[config.mk]
export PLATFORM = sky130hd
export DESIGN_NAME = gfx_vram_arbiter
export DESIGN_NICKNAME = d
export VERILOG_FILES = /design/src/rtl/gfx_pkg.sv /design/src/rtl/gfx_rr_arbiter.sv /design/src/rtl/gfx_vram_arbiter.sv
export SDC_FILE = /design/constraint.sdc
export NUM_CORES = 1
export LEC_CHECK = 0
export CORE_UTILIZATION = 39
export CTS_CLUSTER_SIZE = 28
export DETAILED_ROUTE_END_ITERATION = 8
export HOLD_SLACK_MARGIN = 0.1
export PLACE_DENSITY = 0.8
export SLEW_MARGIN = 20
export SYNTH_ARGS = -nofsm -noshare
export SYNTH_HDL_FRONTEND = slang
export SYNTH_SLANG_ARGS = --single-unit
[constraint.sdc]
create_clock -name i_clk -period 2.1 [get_ports i_clk]
set_input_delay 0.42 -clock i_clk [delete_from_list [all_inputs] [get_ports i_clk]]
set_output_delay 0.42 -clock i_clk [all_outputs]
set_load 0.02 [all_outputs]
[src/rtl/gfx_pkg.sv]
// gfx_pkg: shared definitions for the VRAM arbiter slice.
//   - FSM state encoding (IDLE / ACCESS / RELEASE)
//   - default VRAM address / data widths
package gfx_pkg;
  localparam int GFX_ADDR_W = 15;
  localparam int GFX_DATA_W = 8;

  typedef enum logic [1:0] {
    IDLE    = 2'd0,
    ACCESS  = 2'd1,
    RELEASE = 2'd2
  } arb_state_e;
endpackage

[src/rtl/gfx_rr_arbiter.sv]
// gfx_rr_arbiter: combinational round-robin selector.
//   req       in   N    request vector
//   last      in   LW   index granted last time; search starts at last+1
//   grant_idx out  LW   winning index (valid when any=1)
//   any       out  1    at least one request present
// With N=1 the search collapses to a fixed grant of index 0.
module gfx_rr_arbiter #(
  parameter int N = 2,
  localparam int LW = (N > 1) ? $clog2(N) : 1
) (
  input  logic [N-1:0]  req,
  input  logic [LW-1:0] last,
  output logic [LW-1:0] grant_idx,
  output logic          any
);
  always_comb begin
    grant_idx = '0;
    any       = |req;
    // Walk from the farthest offset down so the nearest requester after
    // 'last' is the one left standing.
    for (int i = N; i >= 1; i--) begin
      if (req[(int'(last) + i) % N]) grant_idx = LW'((int'(last) + i) % N);
    end
  end
endmodule

[src/rtl/gfx_vram_arbiter.sv]
// gfx_vram_arbiter: single-port VRAM arbiter, VGA fetch has absolute
// priority, DMA channels share the rest round-robin.
//   i_clk / i_rst_b          clock, synchronous active-low reset
//   i_vga_* / o_vga_*        VGA fetch request, address, returned byte, valid pulse
//   i_dma_* / o_dma_*        per-channel req/we/addr/wdata (flattened), ack, rdata
//   o_ram_* / i_ram_rdata    async SRAM strobes (active low), address, data
//   o_vga_underrun           sticky VGA deadline miss flag
// Slot = IDLE(grant) + ACCESS (RAM_WAIT+1 cycles) + RELEASE (ack) cycle.
// Optional feature: define GFX_ARB_UNDERRUN_EN to build the VGA deadline
// counter; otherwise o_vga_underrun is tied low.
module gfx_vram_arbiter
  import gfx_pkg::*;
#(
  parameter int ADDR_WIDTH   = GFX_ADDR_W,
  parameter int DATA_WIDTH   = GFX_DATA_W,
  parameter int DMA_CHANNELS = 2,
  parameter int RAM_WAIT     = 1,
  parameter int VGA_DEADLINE = 4
) (
  input  logic                             i_clk,
  input  logic                             i_rst_b,
  input  logic                             i_vga_req,
  input  logic [ADDR_WIDTH-1:0]            i_vga_addr,
  output logic [DATA_WIDTH-1:0]            o_vga_data,
  output logic                             o_vga_valid,
  input  logic [DMA_CHANNELS-1:0]          i_dma_req,
  input  logic [DMA_CHANNELS-1:0]          i_dma_we,
  input  logic [DMA_CHANNELS*ADDR_WIDTH-1:0] i_dma_addr,
  input  logic [DMA_CHANNELS*DATA_WIDTH-1:0] i_dma_wdata,
  output logic [DMA_CHANNELS-1:0]          o_dma_ack,
  output logic [DATA_WIDTH-1:0]            o_dma_rdata,
  output logic [ADDR_WIDTH-1:0]            o_ram_addr,
  output logic                             o_ram_ce_b,
  output logic                             o_ram_oe_b,
  output logic                             o_ram_we_b,
  output logic [DATA_WIDTH-1:0]            o_ram_wdata,
  output logic                             o_ram_wdata_oe,
  input  logic [DATA_WIDTH-1:0]            i_ram_rdata,
  output logic                             o_vga_underrun
);
  localparam int LW = (DMA_CHANNELS > 1) ? $clog2(DMA_CHANNELS) : 1;
  localparam int NP = 1 << LW;  // channel arrays padded so any LW-bit index is in range
  localparam int CW = $clog2(RAM_WAIT + 1);

  arb_state_e state, state_nxt;
  logic [CW-1:0] cnt, cnt_nxt;
  logic [LW-1:0] last_q, own_ch, rr_idx;
  logic          rr_any, grant, grant_vga, own_vga, we_q, we_nxt, done;
  logic [ADDR_WIDTH-1:0] addr_q;
  logic [DATA_WIDTH-1:0] wdata_q;

  logic [ADDR_WIDTH-1:0] dma_addr  [NP];
  logic [DATA_WIDTH-1:0] dma_wdata [NP];
  logic [NP-1:0]         dma_we;

  for (genvar k = 0; k < NP; k++) begin : g_unpack
    if (k < DMA_CHANNELS) begin : g_ch
      assign dma_addr[k]  = i_dma_addr[k*ADDR_WIDTH +: ADDR_WIDTH];
      assign dma_wdata[k] = i_dma_wdata[k*DATA_WIDTH +: DATA_WIDTH];
      assign dma_we[k]    = i_dma_we[k];
    end else begin : g_pad
      assign dma_addr[k]  = '0;
      assign dma_wdata[k] = '0;
      assign dma_we[k]    = 1'b0;
    end
  end

  gfx_rr_arbiter #(.N(DMA_CHANNELS)) u_rr (
    .req       (i_dma_req),
    .last      (last_q),
    .grant_idx (rr_idx),
    .any       (rr_any)
  );

  assign done = (state == ACCESS) && (cnt == CW'(RAM_WAIT));

  always_comb begin
    state_nxt = state;
    cnt_nxt   = cnt;
    grant     = 1'b0;
    grant_vga = 1'b0;
    we_nxt    = we_q;
    case (state)
      IDLE: if (i_vga_req || rr_any) begin
        grant     = 1'b1;
        grant_vga = i_vga_req;
        state_nxt = ACCESS;
        cnt_nxt   = '0;
        we_nxt    = i_vga_req ? 1'b0 : dma_we[rr_idx];
      end
      ACCESS: if (done) state_nxt = RELEASE;
              else      cnt_nxt   = cnt + CW'(1);
      RELEASE: begin
        state_nxt = IDLE;
        cnt_nxt   = '0;
      end
      default: state_nxt = IDLE;
    endcase
  end

  // Strobes are registered from next-state so they change cleanly on the
  // clock edge; we_b skips the first ACCESS cycle for address setup and
  // the data driver stays on through RELEASE for hold.
  always_ff @(posedge i_clk) begin
    if (!i_rst_b) begin
      state          <= IDLE;
      cnt            <= '0;
      last_q         <= LW'(DMA_CHANNELS - 1);
      own_vga        <= 1'b0;
      own_ch         <= '0;
      we_q           <= 1'b0;
      addr_q         <= '0;
      wdata_q        <= '0;
      o_ram_ce_b     <= 1'b1;
      o_ram_oe_b     <= 1'b1;
      o_ram_we_b     <= 1'b1;
      o_ram_wdata_oe <= 1'b0;
      o_vga_valid    <= 1'b0;
      o_vga_data     <= '0;
      o_dma_rdata    <= '0;
    end else begin
      state <= state_nxt;
      cnt   <= cnt_nxt;
      we_q  <= we_nxt;
      if (grant) begin
        own_vga <= grant_vga;
        own_ch  <= rr_idx;
        addr_q  <= grant_vga ? i_vga_addr : dma_addr[rr_idx];
        wdata_q <= grant_vga ? '0 : dma_wdata[rr_idx];
        if (!grant_vga) last_q <= rr_idx;  // VGA slots leave the rotation alone
      end
      o_ram_ce_b     <= !(state_nxt == ACCESS);
      o_ram_oe_b     <= !(state_nxt == ACCESS && !we_nxt);
      o_ram_we_b     <= !(state_nxt == ACCESS && we_nxt && cnt_nxt != '0);
      o_ram_wdata_oe <= we_nxt && (state_nxt == ACCESS || state_nxt == RELEASE);
      o_vga_valid    <= done && own_vga;
      if (done && own_vga) o_vga_data <= i_ram_rdata;
      if (done && !own_vga && !we_q) o_dma_rdata <= i_ram_rdata;
    end
  end

  for (genvar k = 0; k < DMA_CHANNELS; k++) begin : g_ack
    always_ff @(posedge i_clk) begin
      if (!i_rst_b) o_dma_ack[k] <= 1'b0;
      else          o_dma_ack[k] <= done && !own_vga && (own_ch == LW'(k));
    end
  end

  assign o_ram_addr  = addr_q;
  assign o_ram_wdata = wdata_q;

`ifdef GFX_ARB_UNDERRUN_EN
  localparam int DLW = $clog2(VGA_DEADLINE + 1);
  logic [DLW-1:0] dl_cnt;
  logic           underrun_q, vga_wait;

  // Waiting = VGA asking while someone else holds the bus. The IDLE cycle
  // grants VGA immediately, and its own slot is service, not waiting.
  assign vga_wait = i_vga_req && (state != IDLE) && !own_vga;

  always_ff @(posedge i_clk) begin
    if (!i_rst_b) begin
      dl_cnt     <= '0;
      underrun_q <= 1'b0;
    end else begin
      if (o_vga_valid) dl_cnt <= '0;
      else if (vga_wait && dl_cnt != DLW'(VGA_DEADLINE)) dl_cnt <= dl_cnt + DLW'(1);
      if (dl_cnt == DLW'(VGA_DEADLINE)) underrun_q <= 1'b1;
    end
  end
  assign o_vga_underrun = underrun_q;
`else
  logic unused_cfg;
  assign unused_cfg     = (VGA_DEADLINE == 0);
  assign o_vga_underrun = 1'b0;
`endif
endmodule

==> results.md <==
- The flow ran to the end, and the final reports show no timing, DRC or antenna violations.
- The top cell types in the final layout, fill and taps aside, are 121 x sky130_fd_sc_hd__clkdlybuf4s50_1, 56 x sky130_fd_sc_hd__nand2_1, 53 x sky130_fd_sc_hd__dfxtp_1.
- The number of warnings printed during yosys synthesis is 0.
- At the worst endpoint, the arrival time is 2.04 ns.
- Tracing the worst setup path back leads to its startpoint at i_dma_req[0].
- The clock buffer count from CTS is 5.
- The via count of the first global-routing pass is 2,162.
- For the worst-skew pair, the clock arrives at the later sink with an insertion delay of 0.30 ns.
- The number of clock sinks is 53.
- Across the whole layout, storage elements account for 1061 µm².
- The starting utilization of the core area is 40.83%.
- The number of placed instances, taps included, is 436.
- For this design the ratio of total power to cell area is 627.8 nW/µm².
- The cell area that synthesis handed to floorplanning was 2262 µm².
- STA classifies the critical path endpoint as a register.
- The critical register-to-register path startpoint is state[0].
- The leakage power total is 1.480 nW.
- Post-CTS timing repair inserted 0 buffers for setup.
- The cell at the root of the clock tree is sky130_fd_sc_hd__clkbuf_8.
- The required time at the endpoint of the critical path is 2.30 ns.
- The area of the multi-input gates is 1101 µm².
- Port buffering added 121 buffers.
- Fill cells in the final layout number 470.
- The detailed router's first-iteration violation count is 121.
- The critical path ends at o_ram_we_b.
- The total count of hold-check failures in the final report is 0.
- After clock tree synthesis, the clock-pin slew on the worst setup and hold paths is 0.09 ns.
- The net count of the mapped netlist is 325.
- The number of hold buffers added after CTS is 0.
- Gates resized during post-CTS repair numbered 0.
- The count of buffer and inverter cells on the critical path is 1.
- The non-filler instance count after layout is 444.
- Entering global routing, the biggest net connects 24 pins.
- The netlist uses 37 different library cells.
- The die boundary height is 78.16 µm.
- The worst setup slack for register-to-register paths is 0.43 ns.
- Global routing finished with a remaining overflow of 0.
- The share of the clock period used by the worst path after layout is 87.80%.
- The core outline area is 5540 µm².
- The count of final max-slew check failures is 0.
- On the final layout, the worst clock skew is 0.007391 ns.
- The floorplan has 27 rows.
- The number of antenna violations at the first check in global routing is 0.
- The first global-routing pass estimated 9729 µm of wire.
- Global routing used 20.22% of the available tracks across all layers.
- Among all stages on the critical path, the largest delay is contributed by sky130_fd_sc_hd__clkdlybuf4s50_1.
- Timing would allow up to 542.3 MHz.
- The worst-case hold slack is 0.4510 ns.
- In this run the remaining antenna-violating nets after routing total 0.
- The largest fanout on the critical path is 2.
- The endpoint of the lowest-slack register-to-register path is o_dma_rdata[5].
- The startpoint class of the critical path is a primary input.
- Among the stages of the critical path, the cell type that occurs most often is sky130_fd_sc_hd__or3_1.
- The final layout contains routed wiring with a total length of 6042 µm.
- The count of final setup violators is 0.
- The number of top-level pins is 123.
- VDD sags by at most 0.3305 mV.
- Setup repair after global routing left no endpoint under its margin.
- The aggregate negative setup slack is 0 ns.
- The final net count is 448.
- Counting every instance in the synthesized netlist gives 248.
- The final weighted congestion in routability-driven placement is 0.8226.
- In this run the worst hold path is classified as reg -> reg.
- In this run the horizontal extent of the chip is 78.16 µm.
- The half-perimeter wire length after detailed placement is 4722 µm.
- The antenna diode instance count is 0.
- The count of vias placed by the detailed router is 2,184.
- Walking the worst path, the cells encountered are clkdlybuf4s50_1 -> or3_1 -> nor2_1 -> a211oi_1 -> ha_1 -> nand2_1 -> or3_1.
- After detailed routing, the average wire length per cell comes to 13.61 µm.
- From synthesis to final layout, the design area changed by 63.61%.
- The H-tree was split into 2 levels.
- The die area is 6109 µm².
- Of the cells placed in the final design, the portion with a size suffix greater than 1 is 7.527%.
- Measured in cells, the most critical reg-to-reg path has a length of 5.
- Each instance of the synthesized netlist takes up on average 9.122 µm².
- The number of search-and-repair iterations in the first detailed-routing pass is 4.
- The critical path runs through a total of 7 cells.
- In this design, the stage delay of the slowest critical-path cell is 0.49 ns.
- TritonCTS built the clock tree.
- The leading cell type in the layout, fill and taps excluded is sky130_fd_sc_hd__clkdlybuf4s50_1.
- The smallest clock period supported by the final layout is computed as 1.844 ns.
- The number of buffers on the longest clock path is 2.
- The total of max-cap violations is 0.
- The category of cells accounting for the largest share of critical-path delay is simple AND/OR/NAND/NOR gates.
- The vias per cell is 4.919.
- The number of synthesized register bits is 53.
- The DRC violation count after routing is 0.
- The class of the most critical setup path is in -> reg.
- The share of the Yosys chip area taken by registers is 46.90%.
- The hold-critical path depth is 2.
## logic make-up after synthesis
logic type	count (synthesis)	synth area share [%]
flip-flops	53	46.90
adder cells (fa/ha/maj)	1	0.5530
AO/OA/AOI/OAI	42	14.44
buffers and inverters	19	4.425
AND/OR/NAND/NOR	111	24.17
other	1	0.1658
multiplexers	21	9.347
## power by group
group	switching [mW]	internal [mW]
clock network	0.330	0.357
registers	0.0324	1.06
logic	0.231	0.311
## Yosys cell counts (all sizes together)
cell,number,share of area [%]
nor2b,10,2.8
a21oi,1,0.22
and3b,1,0.44
nor3b,3,1.2
a211oi,1,0.33
a22oi,4,1.5
o21ai,11,2.4
ha,1,0.55
conb,1,0.17
clkbuf,8,1.4
or2b,1,0.33
and2,2,0.55
nand3,14,3.1
nor2,3,0.50
a32o,12,5.3
nor3,1,0.22
a21boi,12,4.1
nor4,1,0.28
dfxtp,53,47
mux2,1,0.50
nand2b,12,3.3
inv,2,0.33
nand2,57,9.6
and3,3,1.1
buf,9,2.7
or3,3,0.83
mux2i,20,8.8
a21bo,1,0.44
## flip-flops by register name (all words and copies together) (netlist names)
register,count
own_vga,1
o_ram_addr,15
o_ram_wdata,8
o_vga_valid,1
state,2
o_ram_oe_b,1
o_vga_data,8
o_ram_ce_b,1
o_ram_wdata_oe,1
own_ch,1
o_dma_ack,2
we_q,1
o_ram_we_b,1
last_q,1
cnt,1
o_dma_rdata,8
## final cells by class
| cell class | instances | share of cell area (%) |
|---|---|---|
| Clock buffer | 5 | 1.859 |
| Clock inverter | 3 | 1.251 |
| Inverter | 2 | 0.2028 |
| Multi-Input combinational cell | 176 | 29.75 |
| Sequential cell | 53 | 28.67 |
| Tap cell | 72 | 2.434 |
| Timing Repair Buffer | 133 | 35.83 |
## worst min-delay path by stage
stage / start / endpoint / slack (ns)
after global placement: o_ram_wdata[5] / o_ram_wdata[5] / 0.43
after global routing: own_ch / o_dma_ack[0] / 0.48
after floorplan: own_ch / o_dma_ack[0] / 0.41
final: o_ram_wdata[7] / o_ram_wdata[7] / 0.45
after detailed placement: own_ch / o_dma_ack[0] / 0.44
after CTS: own_ch / o_dma_ack[0] / 0.45
## worst register-to-register path, stage by stage, from the launching register on
cell and delay (ns):
sky130_fd_sc_hd__dfxtp_1 0.42, sky130_fd_sc_hd__and3b_2 0.26, sky130_fd_sc_hd__inv_1 0.07, sky130_fd_sc_hd__or3_1 0.53, sky130_fd_sc_hd__mux2i_1 0.23, sky130_fd_sc_hd__nor2b_1 0.06
## stage by stage
step | cell area, µm² | worst slack, ns | util, % | power, mW
floorplan | 2262 | 0.4411 | - | 1.360
global placement | 3586 | -0.001401 | 64.72 | 1.651
detailed placement | 3586 | -0.02375 | 64.72 | 1.661
CTS | 3701 | 0.2817 | 66.80 | 2.347
global route | 3701 | 0.1341 | 66.80 | 2.436
finish | 3701 | 0.2562 | 66.80 | 2.324
## layer usage
metal	wire (µm)	track usage [%]
met5	0	0
met1	2500	22.93
met3	548	7.093
met4	77	7.593
met2	2915	34.74
Power figures use the tool's default switching activity.
